### config.mk
export PLATFORM = sky130hd
export DESIGN_NAME = mode_panel
export DESIGN_NICKNAME = d
export VERILOG_FILES = /design/src/rtl/wash_pkg.sv /design/src/rtl/btn_debounce.sv /design/src/rtl/mode_panel.sv
export SDC_FILE = /design/constraint.sdc
export NUM_CORES = 1
export LEC_CHECK = 0
export CORE_MARGIN = 1.5
export CORE_UTILIZATION = 30
export DETAILED_ROUTE_END_ITERATION = 8
export GPL_TIMING_DRIVEN = 0
export MAX_ROUTING_LAYER = met4
export PLACE_DENSITY = 0.54
export SLEW_MARGIN = 20
export SYNTH_ARGS = -nofsm -noshare
export SYNTH_HDL_FRONTEND = slang
export SYNTH_SLANG_ARGS = --single-unit
### constraint.sdc
create_clock -name clk -period 1.8 [get_ports clk]
set_input_delay 0.27 -clock clk [delete_from_list [all_inputs] [get_ports clk]]
set_output_delay 0.27 -clock clk [all_outputs]
set_load 0.02 [all_outputs]
### src/rtl/wash_pkg.sv
`default_nettype none
// ============================================================================
// wash_pkg - shared washer-controller encodings (modes, panel FSM, digit map)
// Revision: 1.0
// ============================================================================
package wash_pkg;

  localparam logic [1:0] MODE_SPIN  = 2'b00;
  localparam logic [1:0] MODE_SMALL = 2'b01;
  localparam logic [1:0] MODE_MED   = 2'b10;
  localparam logic [1:0] MODE_LARGE = 2'b11;

  typedef enum logic [1:0] {
    ST_IDLE      = 2'd0,
    ST_HELD      = 2'd1,
    ST_LONG_WAIT = 2'd2
  } panel_state_e;

  // Nibble k holds the display digit for mode k.
  localparam logic [15:0] MODE_DIGIT_MAP = {4'd4, 4'd3, 4'd2, 4'd1};

  function automatic logic [3:0] mode_to_digit(input logic [1:0] m);
    return MODE_DIGIT_MAP[{m, 2'b00} +: 4];
  endfunction

endpackage
`default_nettype wire

### src/rtl/btn_debounce.sv
`default_nettype none
// ============================================================================
// btn_debounce - 2-flop synchronizer plus stability-counter debouncer
// Revision: 1.0
// ============================================================================
module btn_debounce #(
  parameter int DEBOUNCE_CYC = 2_000_000
) (
  input  logic clk,
  input  logic rst_n,
  input  logic bt,
  output logic db,
  output logic db_rise,
  output logic db_fall
);

  localparam int                CNT_W    = $clog2(DEBOUNCE_CYC + 1);
  localparam logic [CNT_W-1:0]  CNT_LAST = CNT_W'(DEBOUNCE_CYC - 1);

  logic             sync1_q, sync1_d;
  logic             sync2_q, sync2_d;
  logic             db_q, db_d;
  logic             rise_q, rise_d;
  logic             fall_q, fall_d;
  logic [CNT_W-1:0] cnt_q, cnt_d;

  always_comb begin
    sync1_d = bt;
    sync2_d = sync1_q;
    db_d    = db_q;
    rise_d  = 1'b0;
    fall_d  = 1'b0;
    cnt_d   = '0;
    // Counter only runs while the synced level disagrees; any agreement clears it.
    if (sync2_q != db_q) begin
      if (cnt_q == CNT_LAST) begin
        db_d   = sync2_q;
        rise_d = sync2_q;
        fall_d = ~sync2_q;
      end else begin
        cnt_d = cnt_q + 1'b1;
      end
    end
  end

  always_ff @(posedge clk or negedge rst_n) begin
    if (!rst_n) begin
      sync1_q <= 1'b0;
      sync2_q <= 1'b0;
      db_q    <= 1'b0;
      rise_q  <= 1'b0;
      fall_q  <= 1'b0;
      cnt_q   <= '0;
    end else begin
      sync1_q <= sync1_d;
      sync2_q <= sync2_d;
      db_q    <= db_d;
      rise_q  <= rise_d;
      fall_q  <= fall_d;
      cnt_q   <= cnt_d;
    end
  end

  assign db      = db_q;
  assign db_rise = rise_q;
  assign db_fall = fall_q;

endmodule
`default_nettype wire

### src/rtl/mode_panel.sv
`default_nettype none
// ============================================================================
// mode_panel - short press cycles wash mode, long press pulses start
// Revision: 1.0
// ============================================================================
module mode_panel
  import wash_pkg::*;
#(
  parameter int         DEBOUNCE_CYC = 2_000_000,
  parameter int         LONG_CYC     = 100_000_000,
  parameter logic [1:0] DEFAULT_MODE = 2'b10
) (
  input  logic       clk,
  input  logic       rst,
  input  logic       bt,
  input  logic       busy,
  output logic [1:0] mode,
  output logic       start,
  output logic [3:0] mode_digit,
  output logic       press_led
);

  localparam int                HOLD_W    = $clog2(LONG_CYC + 1);
  localparam logic [HOLD_W-1:0] HOLD_LONG = HOLD_W'(LONG_CYC - 1);
  localparam logic [HOLD_W-1:0] HOLD_MAX  = HOLD_W'(LONG_CYC);

  logic              db, db_rise, db_fall;
  logic              short_evt, long_evt;
  panel_state_e      state_q, state_d;
  logic [HOLD_W-1:0] hold_cnt_q, hold_cnt_d;
  logic [1:0]        mode_q, mode_d;
  logic              start_q, start_d;

  btn_debounce #(
    .DEBOUNCE_CYC (DEBOUNCE_CYC)
  ) u_btn_debounce (
    .clk     (clk),
    .rst_n   (rst),
    .bt      (bt),
    .db      (db),
    .db_rise (db_rise),
    .db_fall (db_fall)
  );

  always_comb begin
    state_d    = state_q;
    hold_cnt_d = hold_cnt_q;
    short_evt  = 1'b0;
    long_evt   = 1'b0;
    case (state_q)
      ST_IDLE: begin
        if (db_rise) begin
          state_d    = ST_HELD;
          hold_cnt_d = '0;
        end
      end
      ST_HELD: begin
        if (hold_cnt_q != HOLD_MAX) hold_cnt_d = hold_cnt_q + 1'b1;
        if (db_fall) begin
          short_evt = (hold_cnt_q < HOLD_MAX);
          state_d   = ST_IDLE;
        end else if (db && (hold_cnt_q == HOLD_LONG)) begin
          long_evt = 1'b1;
          state_d  = ST_LONG_WAIT;
        end
      end
      ST_LONG_WAIT: begin
        if (db_fall) state_d = ST_IDLE;
      end
      default: state_d = ST_IDLE;
    endcase
  end

  // busy is judged in the event cycle only; a blocked event is simply dropped.
  always_comb begin
    mode_d  = mode_q;
    start_d = long_evt && !busy;
    if (short_evt && !busy) begin
      case (mode_q)
        MODE_SPIN:  mode_d = MODE_SMALL;
        MODE_SMALL: mode_d = MODE_MED;
        MODE_MED:   mode_d = MODE_LARGE;
        MODE_LARGE: mode_d = MODE_SPIN;
        default:    mode_d = DEFAULT_MODE;
      endcase
    end
  end

  always_ff @(posedge clk or negedge rst) begin
    if (!rst) begin
      state_q    <= ST_IDLE;
      hold_cnt_q <= '0;
      mode_q     <= DEFAULT_MODE;
      start_q    <= 1'b0;
    end else begin
      state_q    <= state_d;
      hold_cnt_q <= hold_cnt_d;
      mode_q     <= mode_d;
      start_q    <= start_d;
    end
  end

  assign mode       = mode_q;
  assign start      = start_q;
  assign press_led  = (state_q != ST_IDLE);
  assign mode_digit = mode_to_digit(mode_q);

endmodule
`default_nettype wire

==> impl_results.md, run 1 <==
- Sw frac: between 20% and 30%
- Post-place setup slack: -0.3189 ns
- CTS tree: done
- Async SR Flop Fraction: 100.0%
- Worst setup margin: roughly 0.018 ns
- CP required: 2.02 ns
- Avg WL per Cell: approximately 14 um
- Max Freq: between 500 and 600 MHz
- Worst-Skew Late Latency: 0.35 ns
- RSZ-0062 raised after global routing: yes
- Number of synthesized flops with an enable pin: 0
- Fraction of layout cells with a size suffix above 1: 28.03%
- HPWL after detailed placement: about 4600 um
- Final min period: around 1.8 ns
- Drt via density: slightly below 5
- Largest family of logic cells by synthesized area: simple AND/OR/NAND/NOR gates
- Syn-to-layout area delta: 30.32%
- R2r worst-path depth: 5
- Hold violation total from the final report: 0
- DRC marker count from the first detailed-route iteration: ~80
- Most numerous cell in the Yosys netlist: dfrtp_1
- Post-DP Area: between 0.003 and 0.004 mm2
- H-tree levels: 3
- First-pass GRT wire length: roughly 12000 um
- Critical path arrival: roughly 2 ns
- Wirelength, routed: 7210 um
- Mapped Area: about 0.0030 mm2
- Outcome: finished clean
- Antenna violations before repair: 0
- Synth Area in Compound Gates: slightly below 5%
- Router iterations before antenna repair: 4
- Remaining DRCs: 0
- Ys flop type: dfrtp_1
- Clock share of power: 46.7%
- Ant. Diodes: 0
- Num ports: 12
- CP Max Fanout: 8
- Core Box Area: approximately 0.01 mm2
- Die height: 103.8 um
- Final net count: approximately 380
- Final worst path period share: a little over nine tenths
- Sequential power share: between 50% and 60%
- Final Cell Area: a little under 0.004 mm2
- Worst path cell trace: nand4_1, or4_4, nor4_4, xnor2_1, nor2_1
- Clk pin slew, worst setup/hold paths: 0.07 ns
- Starting Density: just over 30%
- GRT Util Overall: between 10% and 20%
- Crit-path slowest cell: or4_4
- IO Port Bufs: 10
- Flops & latches, synth: between 50 and 60
- Post-synth top area share: between 40% and 50%
- Root buffer cell: clkbuf_8
- Internal power: roughly 2 mW
- Die Footprint: roughly 0.011 mm2
- Setup crit end kind: register
- Largest net degree at the start of global routing: between 40 and 50
- Crit start category: register
- Total grt overflow: 0
- Max-Cap Viols: 0
- Most frequent cells after synthesis: dfrtp_1, nor2_1, nand2_1, nand3_1, xnor2_1
- Synth area leaders: dfrtp_1, xnor2_1, nor2_1, xor2_1, nand3_1
- Vias in the first global route: 2361
- Synth area leader: dfrtp_1
- Synth Net Count: ~330
- Placed insts: ~470
- Max clock buf depth: 2
- Pwr dens: 656.2 mW/mm2
- Final Setup Violations: 0
- Slew Limit Fails: 0
- Pwr Total: ~2.6 mW
- CP max stage delay: approximately 0.63 ns
- Worst hold path class: in2async
- Syn Inst Count: ~320
- Final Instance Count excl. Fillers: around 500
- Post-synthesis simple-gate area fraction: 29.99%
- Max IR drop VDD: approximately 0.0003 V
- CTS Buf Count: 9
- Syn avg cell area: ~9.5 um2
- Antenna-violating nets left: 0
- Netlist cell types: 44
- Chip width: slightly above 100 um
- Gpl congestion: 0.8503
- Via count: about 2500
- WS Path Type: reg2reg
- Row count: 36
- Comb power frac: 2.7%
- Switching pwr: 591.6 uW
- Final clock skew: between 0.015 and 0.02 ns
- # fillers: around 1000
- Seq/Total Area, Yosys: 47.70%
- Clock sinks: 58
- Synth Area in Adders: around 2.5%
- Leakage: 1.719 nW
- Synth warn: 0
- Synth Area in XOR/XNOR: between 10% and 20%
- Multiplexer area fraction after synthesis: under 10%
- Core Util, Final: around 40%
## placed cells by master, fill, tap and decap left out, drive strengths merged, types with 9 or more instances in the layout
master / count
dfrtp: 57
nor2: 46
buf: 28
nand2: 23
nand3: 23
xnor2: 22
clkbuf: 17
xor2: 15
nor3: 14
inv: 13
nand4: 12
nor4: 12
o21ai: 9
## final timing paths
kind | endpoint | slack [ns] | startpoint
max | hold_cnt_q[21] | 0.02 | hold_cnt_q[14]
min | hold_cnt_q[16] | 0.33 | rst
max reg2reg | hold_cnt_q[21] | 0.02 | hold_cnt_q[14]
min reg2reg | u_btn_debounce.sync2_q | 0.36 | u_btn_debounce.sync1_q
max in group asynchronous | mode[1] | 0.92 | rst
min in group clk | u_btn_debounce.sync2_q | 0.36 | u_btn_debounce.sync1_q
## routing by layer
layer	share of wire, %	up-vias	global-route usage, %
met4	2.4	0	6.548
li1	-	1218	-
met5	0	-	-
met2	46	34	19.86
met3	2.7	15	3.147
met1	49	1230	18.95
## through the flow
| step | TNS (ns) | hold slack (ns) |
|---|---|---|
| floorplan | 0 | -0.02559 |
| global placement | -92.37 | 0.3378 |
| detailed placement | -9.408 | 0.1731 |
| CTS | -0.1492 | 0.3417 |
| global route | -0.2284 | 0.3532 |
| finish | 0 | 0.3315 |
## cells by family after synthesis
logic type,Yosys count
AOI/OAI and AO/OA,25
xor gates and xnor gates,37
adders and majority gates,6
buffers and inverters,22
DFF,58
muxes,3
other,1
and+or+nand+nor,170
## power by group through the flow
stage	clock network, mW	registers (mW)	logic, mW
after floorplan	0	1.34	0.0229
final	1.21	1.32	0.0707
after CTS	1.26	1.32	0.0739
after global placement	0	1.34	0.0630
after global routing	1.32	1.32	0.0830
after detailed placement	0	1.34	0.0688
## critical path, delay by kind of cell (launching register included)
family,cells,cell delay [ns]
xor gates and xnor gates,1,0.14
DFF,1,0.37
and+or+nand+nor,4,1.14
## flip-flops by register name, summed over array words and instances, names as in the netlist
register and count:
u_btn_debounce.sync1_q 1, u_btn_debounce.cnt_q 21, u_btn_debounce.db_fall 1, u_btn_debounce.db_rise 1, start 1, u_btn_debounce.sync2_q 1
u_btn_debounce.db 1, hold_cnt_q 27, state_q 2, mode 2
## what timing repair did
item	CTS	global route
hold endpoints to repair	16	0
cloned	0	1
gates resized for setup	37	51
hold buffers	1	0
setup endpoints to repair	55	53
buffers inserted	6	17
pin swaps	12	20
## cell type report
cell class	count	area, um2	area share, %
Multi-Input combinational cell	243	1762	44.39
Clock buffer	12	145.1	3.657
Buffer	6	37.54	0.9458
Timing Repair Buffer	35	296.5	7.472
Inverter	13	48.80	1.230
Clock inverter	4	51.30	1.293
Sequential cell	58	1461	36.82
Tap cell	133	166.4	4.193
(Power assumes the default switching activity.)
==> inputs of run 2 (changes only) <==
Settings changed: ABC_AREA set to 1, PLACE_DENSITY 0.54 to 0.53.
==> impl_results.md, run 2 <==
- Worst path cell trace: inv_2, ha_1, or2_4, buf_6
- Sw frac: a little over a fifth
- Core Box Area: 0.01206 mm2
- Router iterations before antenna repair: 5
- R2r startpoint: hold_cnt_q[25]
- Drt via density: 4.720
- Synth area leader: dfrtp_1
- H-tree levels: 3
- Row count: 40
- Flops & latches, synth: a little under 60
- Die height: between 100 and 150 um
- Syn Inst Count: between 500 and 600
- IO Port Bufs: 10
- Slew Limit Fails: 0
- Register area: roughly 0.0015 mm2
- Hold violation total from the final report: 0
- Pwr Total: 2.962 mW
- Final net count: between 500 and 600
- Internal power: around 2.3 mW
- Root buffer cell: clkbuf_16
- Max clock buf depth: 2
- Worst hold path class: reg2reg
- Via count: ~3500
- Commonest non-fill, non-tap cell in the layout: nand2_1
- Most numerous cell in the Yosys netlist: nand2_1
- WHS: around 0.35 ns
- Critical path arrival: between 1 and 1.5 ns
- Final min period: about 1.7 ns
- Clk pin slew, worst setup/hold paths: ~0.050 ns
- Max IR drop VDD: roughly 0.00033 V
- GRT Util Overall: 15.90%
- Clock share of power: 53.1%
- CTS Buf Count: 9
- CP Launch Point: mode[1]
- Pwr dens: roughly 670 mW/mm2
- Starting Density: 30.92%
- HPWL after detailed placement: 7358 um
- Largest registers: hold_cnt_q (27), u_btn_debounce.cnt_q (21)
- Fraction of layout cells with a size suffix above 1: around 13%
- R2r worst-path depth: 8
- First-pass GRT wire length: around 16000 um
- Num ports: 12
- Final Setup Violations: 0
- Final TNS setup: 0 ns
- Async SR Flop Fraction: 100.0%
- Post-synth top area share: 38.24%
- CP required: ~1.5 ns
- Post-DP Area: about 0.0041 mm2
- Setup crit end kind: output port
- Crit start category: register
- Antenna violations before repair: 0
- CP Max Fanout: 5
- Final Cell Area: between 0.004 and 0.005 mm2
- Avg WL per Cell: ~13 um
- Syn avg cell area: around 7 um2
- WS Path Type: reg2out
- CTS tree: done
- Measured slew at the worst slew-check pin: 0.5015 ns
- Antenna-violating nets left: 0
- Netlist cell types: 33
- Synth Net Count: around 540
- Ys flop type: dfrtp_1
- Comb power frac: about 2.3%
- Seq/Total Area, Yosys: 38.95%
- Mapped Area: between 0.003 and 0.004 mm2
- Switching pwr: 636.3 uW
- Reg2Reg Capture Point: hold_cnt_q[13]
- CP max stage delay: 0.56 ns
- Chip width: around 110 um
- Total grt overflow: 0
- Number of synthesized flops with an enable pin: 0
- Leakage: 1.826 nW
- Syn-to-layout area delta: 19.32%
- Wirelength, routed: between 9000 and 10000 um
- Die Footprint: 0.01311 mm2
- CP endpoint: mode_digit[0]
- Flop2flop setup slack: approximately 0.08 ns
- Max-Cap Viols: 0
- DRC marker count from the first detailed-route iteration: 237
- Core Util, Final: 36.90%
- Vias in the first global route: roughly 3300
- Top reg by flops: hold_cnt_q
- Max reg flops: 27
- Sequential power share: 44.7%
- Ant. Diodes: 0
- Synth warn: 0
- # fillers: around 1300
- Most frequent cells in the layout: nand2_1, nor2_1, dfrtp_1
- Final clock skew: just under 0.01 ns
- Final worst path period share: between 90% and 100%
- Worst-Skew Late Latency: between 0.3 and 0.4 ns
- Synth area leaders: dfrtp_1, nand2_1, nor2_1, nand3_1, inv_1
- Outcome: finished clean
- Slew headroom: between 60 and 70%
- Largest net degree at the start of global routing: 36
- Max Freq: between 500 and 600 MHz
- Gpl congestion: around 0.9
- Clock sinks: between 50 and 60
- Most frequent cells after synthesis: nand2_1, nor2_1, dfrtp_1
- RSZ-0062 raised after global routing: yes
- Crit-path slowest cell: dfstp_2
- Area of the multi-input gates: about 0.0020 mm2
- Remaining DRCs: 0
==> run 2: cell types whose count changed in the layout (fill, tap and decap cells not counted), moves of 7 or more <==
cell / before / now
buf_4: 24 / 5
clkbuf_16: 0 / 11
clkbuf_8: 10 / 2
inv_1: 10 / 50
nand2_1: 23 / 164
nand3_1: 19 / 43
nor2_1: 45 / 87
nor2_2: 0 / 7
nor3_1: 10 / 18
nor4_4: 7 / 0
o21ai_0: 3 / 14
o21ai_2: 0 / 15
xnor2_1: 22 / 6
==> run 2: through the flow <==
step | std cells | worst slack, ns
CTS | 729 | -0.04809
global route | 733 | -0.002677
detailed placement | 713 | -0.07487
floorplan | 534 | 0.3102
finish | 733 | 0.05936
global placement | 712 | -1.570
==> run 2: kinds of logic after synthesis <==
kind of cell | after synthesis | synth area share (%)
simple gates | 347 | 39.79
buf+inv | 63 | 7.816
flops | 58 | 38.95
compound gates | 44 | 7.816
xor+xnor | 15 | 3.522
fa+ha+maj | 6 | 2.013
other cells | 1 | 0.1005
==> run 2: worst min path at each step <==
stage | startpoint | endpoint | slack, ns | cells after the start
floorplan | rst | hold_cnt_q[0] | -0.03 | 0
global placement | u_btn_debounce.sync1_q | u_btn_debounce.sync2_q | 0.34 | 0
detailed placement | rst | hold_cnt_q[24] | 0.20 | 1
CTS | u_btn_debounce.sync1_q | u_btn_debounce.sync2_q | 0.36 | 0
global route | u_btn_debounce.sync1_q | u_btn_debounce.sync2_q | 0.36 | 0
finish | u_btn_debounce.sync1_q | u_btn_debounce.sync2_q | 0.35 | 0
==> run 2: area by class of cell <==
cell class / instances / area share [%]
Buffer: 9 / 2.221
Clock buffer: 12 / 5.763
Clock inverter: 3 / 0.3374
Inverter: 54 / 4.611
Multi-Input combinational cell: 413 / 45.32
Sequential cell: 58 / 32.70
Tap cell: 168 / 4.723
Timing Repair Buffer: 16 / 4.329
==> run 2: layer usage <==
| layer | global-route usage (%) | share of wire, % |
|---|---|---|
| met4 | 6.667 | 2.6 |
| met1 | 20.64 | 47 |
| met2 | 24.11 | 46 |
| met3 | 3.282 | 4.5 |
| met5 | - | 0 |
==> run 2: critical path: cells and delay by family (launching register included) <==
family,cells,cell delay [ns]
adders and majority gates,1,0.18
buffers and inverters,2,0.17
and+or+nand+nor,1,0.24
DFF,1,0.56
==> run 2: what timing repair did <==
| action | in CTS | in global routing |
|---|---|---|
| buffers inserted | 0 | 2 |
| endpoints found under the setup margin | 29 | 34 |
| endpoints found under the hold margin | 23 | 0 |
| hold buffers | 1 | 0 |
| pin swaps | 1 | 3 |
| resized for setup | 12 | 20 |
| gates cloned | 0 | 2 |
==> run 2: power by group through the flow <==
stage / registers, mW / clock network [mW] / logic [mW]
after global routing: 1.32 / 1.67 / 0.0785
after detailed placement: 1.34 / 0 / 0.0692
after CTS: 1.32 / 1.61 / 0.0715
after global placement: 1.34 / 0 / 0.0643
final: 1.32 / 1.57 / 0.0675
after floorplan: 1.34 / 0 / 0.0231
==> inputs of run 3 (changes only) <==
Settings changed: RECOVER_POWER set to 100.
==> impl_results.md, run 3 (synthesized netlist as in run 2, its figures left out) <==
- Syn-to-layout area delta: 18.32%
- Measured slew at the worst slew-check pin: a little under 0.6 ns
- Max-Cap Viols: 0
- Pwr Total: between 2 and 3 mW
- Avg WL per Cell: between 10 and 15 um
- Core Box Area: 0.01206 mm2
- # fillers: approximately 1300
- Root buffer cell: clkbuf_16
- Post-DP Area: just over 0.004 mm2
- Fraction of layout cells with a size suffix above 1: ~12%
- Crit start category: register
- Ant. Diodes: 0
- H-tree levels: 3
- Sequential power share: between 40% and 50%
- CP Max Fanout: 5
- HPWL after detailed placement: ~7400 um
- Internal power: ~2.3 mW
- Remaining DRCs: 0
- Vias in the first global route: roughly 3300
- IO Port Bufs: 10
- Worst-Skew Late Latency: around 0.33 ns
- First-pass GRT wire length: 15780 um
- Chip width: between 100 and 150 um
- Antenna-violating nets left: 0
- Leakage: 1.785 nW
- Final min period: 1.756 ns
- Comb power frac: under 10%
- Hold violation total from the final report: 0
- WHS: ~0.35 ns
- Max reg flops: 27
- Total grt overflow: 0
- Largest net degree at the start of global routing: 36
- Via count: 3460
- Clk pin slew, worst setup/hold paths: about 0.05 ns
- Largest registers: hold_cnt_q (27), u_btn_debounce.cnt_q (21)
- Final Cell Area: around 0.0044 mm2
- Pwr dens: 669.7 mW/mm2
- DRC marker count from the first detailed-route iteration: approximately 240
- Commonest non-fill, non-tap cell in the layout: nand2_1
- Critical path arrival: roughly 1.5 ns
- R2r startpoint: hold_cnt_q[25]
- CP Launch Point: mode[1]
- Max clock buf depth: 2
- Worst hold path class: reg2reg
- CP required: around 1.5 ns
- WS Path Type: reg2out
- Max IR drop VDD: 0.0003325 V
- Slew Limit Fails: 0
- Top reg by flops: hold_cnt_q
- Setup crit end kind: output port
- Max Freq: 569.5 MHz
- Final net count: between 500 and 600
- Gpl congestion: ~0.91
- Reg2Reg Capture Point: hold_cnt_q[13]
- Slew headroom: 60.32%
- RSZ-0062 raised after global routing: yes
- Router iterations before antenna repair: 6
- Num ports: 12
- Final Instance Count excl. Fillers: 733
- Switching pwr: 634.4 uW
- Final TNS setup: 0 ns
- Row count: 40
- Clock sinks: a little under 60
- Die height: 114.5 um
- Die Footprint: 0.01311 mm2
- Final Setup Violations: 0
- CTS tree: done
- Flop2flop setup slack: 0.08 ns
- Final worst path period share: between 90 and 100%
- Final clock skew: 0.009294 ns
- R2r worst-path depth: 8
- CTS Buf Count: 9
- HP Start: u_btn_debounce.sync1_q
- GRT Util Overall: between 15 and 20%
- Clock share of power: between 50% and 60%
- Placed insts: slightly above 700
- Starting Density: a little under a third
- Outcome: finished clean
- Sw frac: between 20% and 30%
- Drt via density: ~4.7
- Most frequent cells in the layout: nand2_1, nor2_1, dfrtp_1
- Wirelength, routed: around 9600 um
- CP endpoint: mode_digit[0]
- Antenna violations before repair: 0
run 3: critical path: stages, from the launching register on:
cell and delay (ns):
dfstp_2 0.56, inv_1 0.05, ha_1 0.18, or2_4 0.24
buf_6 0.13
run 3: worst min path at each step:
stage                             endpoint  slack (ns)  cells after the start
floorplan                    hold_cnt_q[0]       -0.03                      0
global placement    u_btn_debounce.sync2_q        0.34                      0
detailed placement          hold_cnt_q[24]        0.20                      1
CTS                 u_btn_debounce.sync2_q        0.36                      0
global route        u_btn_debounce.sync2_q        0.36                      0
finish              u_btn_debounce.sync2_q        0.35                      0
run 3: area by class of cell:
class / count / area, um2 / area share [%]
clock inverters: 3 / 15.01 / 0.3402
well taps: 168 / 210.2 / 4.763
clock buffers: 12 / 256.5 / 5.812
multi-input cells: 413 / 2012 / 45.59
repair buffers: 16 / 160.2 / 3.629
plain buffers: 9 / 98.84 / 2.240
inverters: 54 / 205.2 / 4.650
flip-flops and latches: 58 / 1455 / 32.97
run 3: power by group through the flow:
stage	Clock, mW	Combinational, mW	Sequential (mW)
after floorplan	0	0.0231	1.34
after global placement	0	0.0643	1.34
after detailed placement	0	0.0692	1.34
after CTS	1.61	0.0715	1.32
after global routing	1.67	0.0735	1.32
final	1.57	0.0627	1.32
run 3: what timing repair did:
item | 4_1_cts | 5_1_grt
cloned | 0 | 2
pin swaps | 1 | 3
hold buffers | 1 | 0
endpoints found under the hold margin | 23 | 0
endpoints found under the setup margin | 29 | 34
buffers inserted | 0 | 2
gates resized for setup | 12 | 20
run 3: per-stage QoR:
stage	utilization, %	worst slack (ns)
6_report	36.59	0.04403
3_5_place_dp	33.64	-0.07487
4_1_cts	36.01	-0.04809
3_3_place_gp	33.50	-1.570
2_1_floorplan	-	0.3102
5_1_grt	36.59	-0.02259
run 3: routing by layer:
layer | wire length [um] | up-vias | track usage [%]
li1 | - | 1765 | -
met2 | 4460 | 84 | 24.11
met5 | 0 | - | -
met4 | 247 | 0 | 6.667
met3 | 495 | 20 | 3.282
met1 | 4441 | 1591 | 20.64
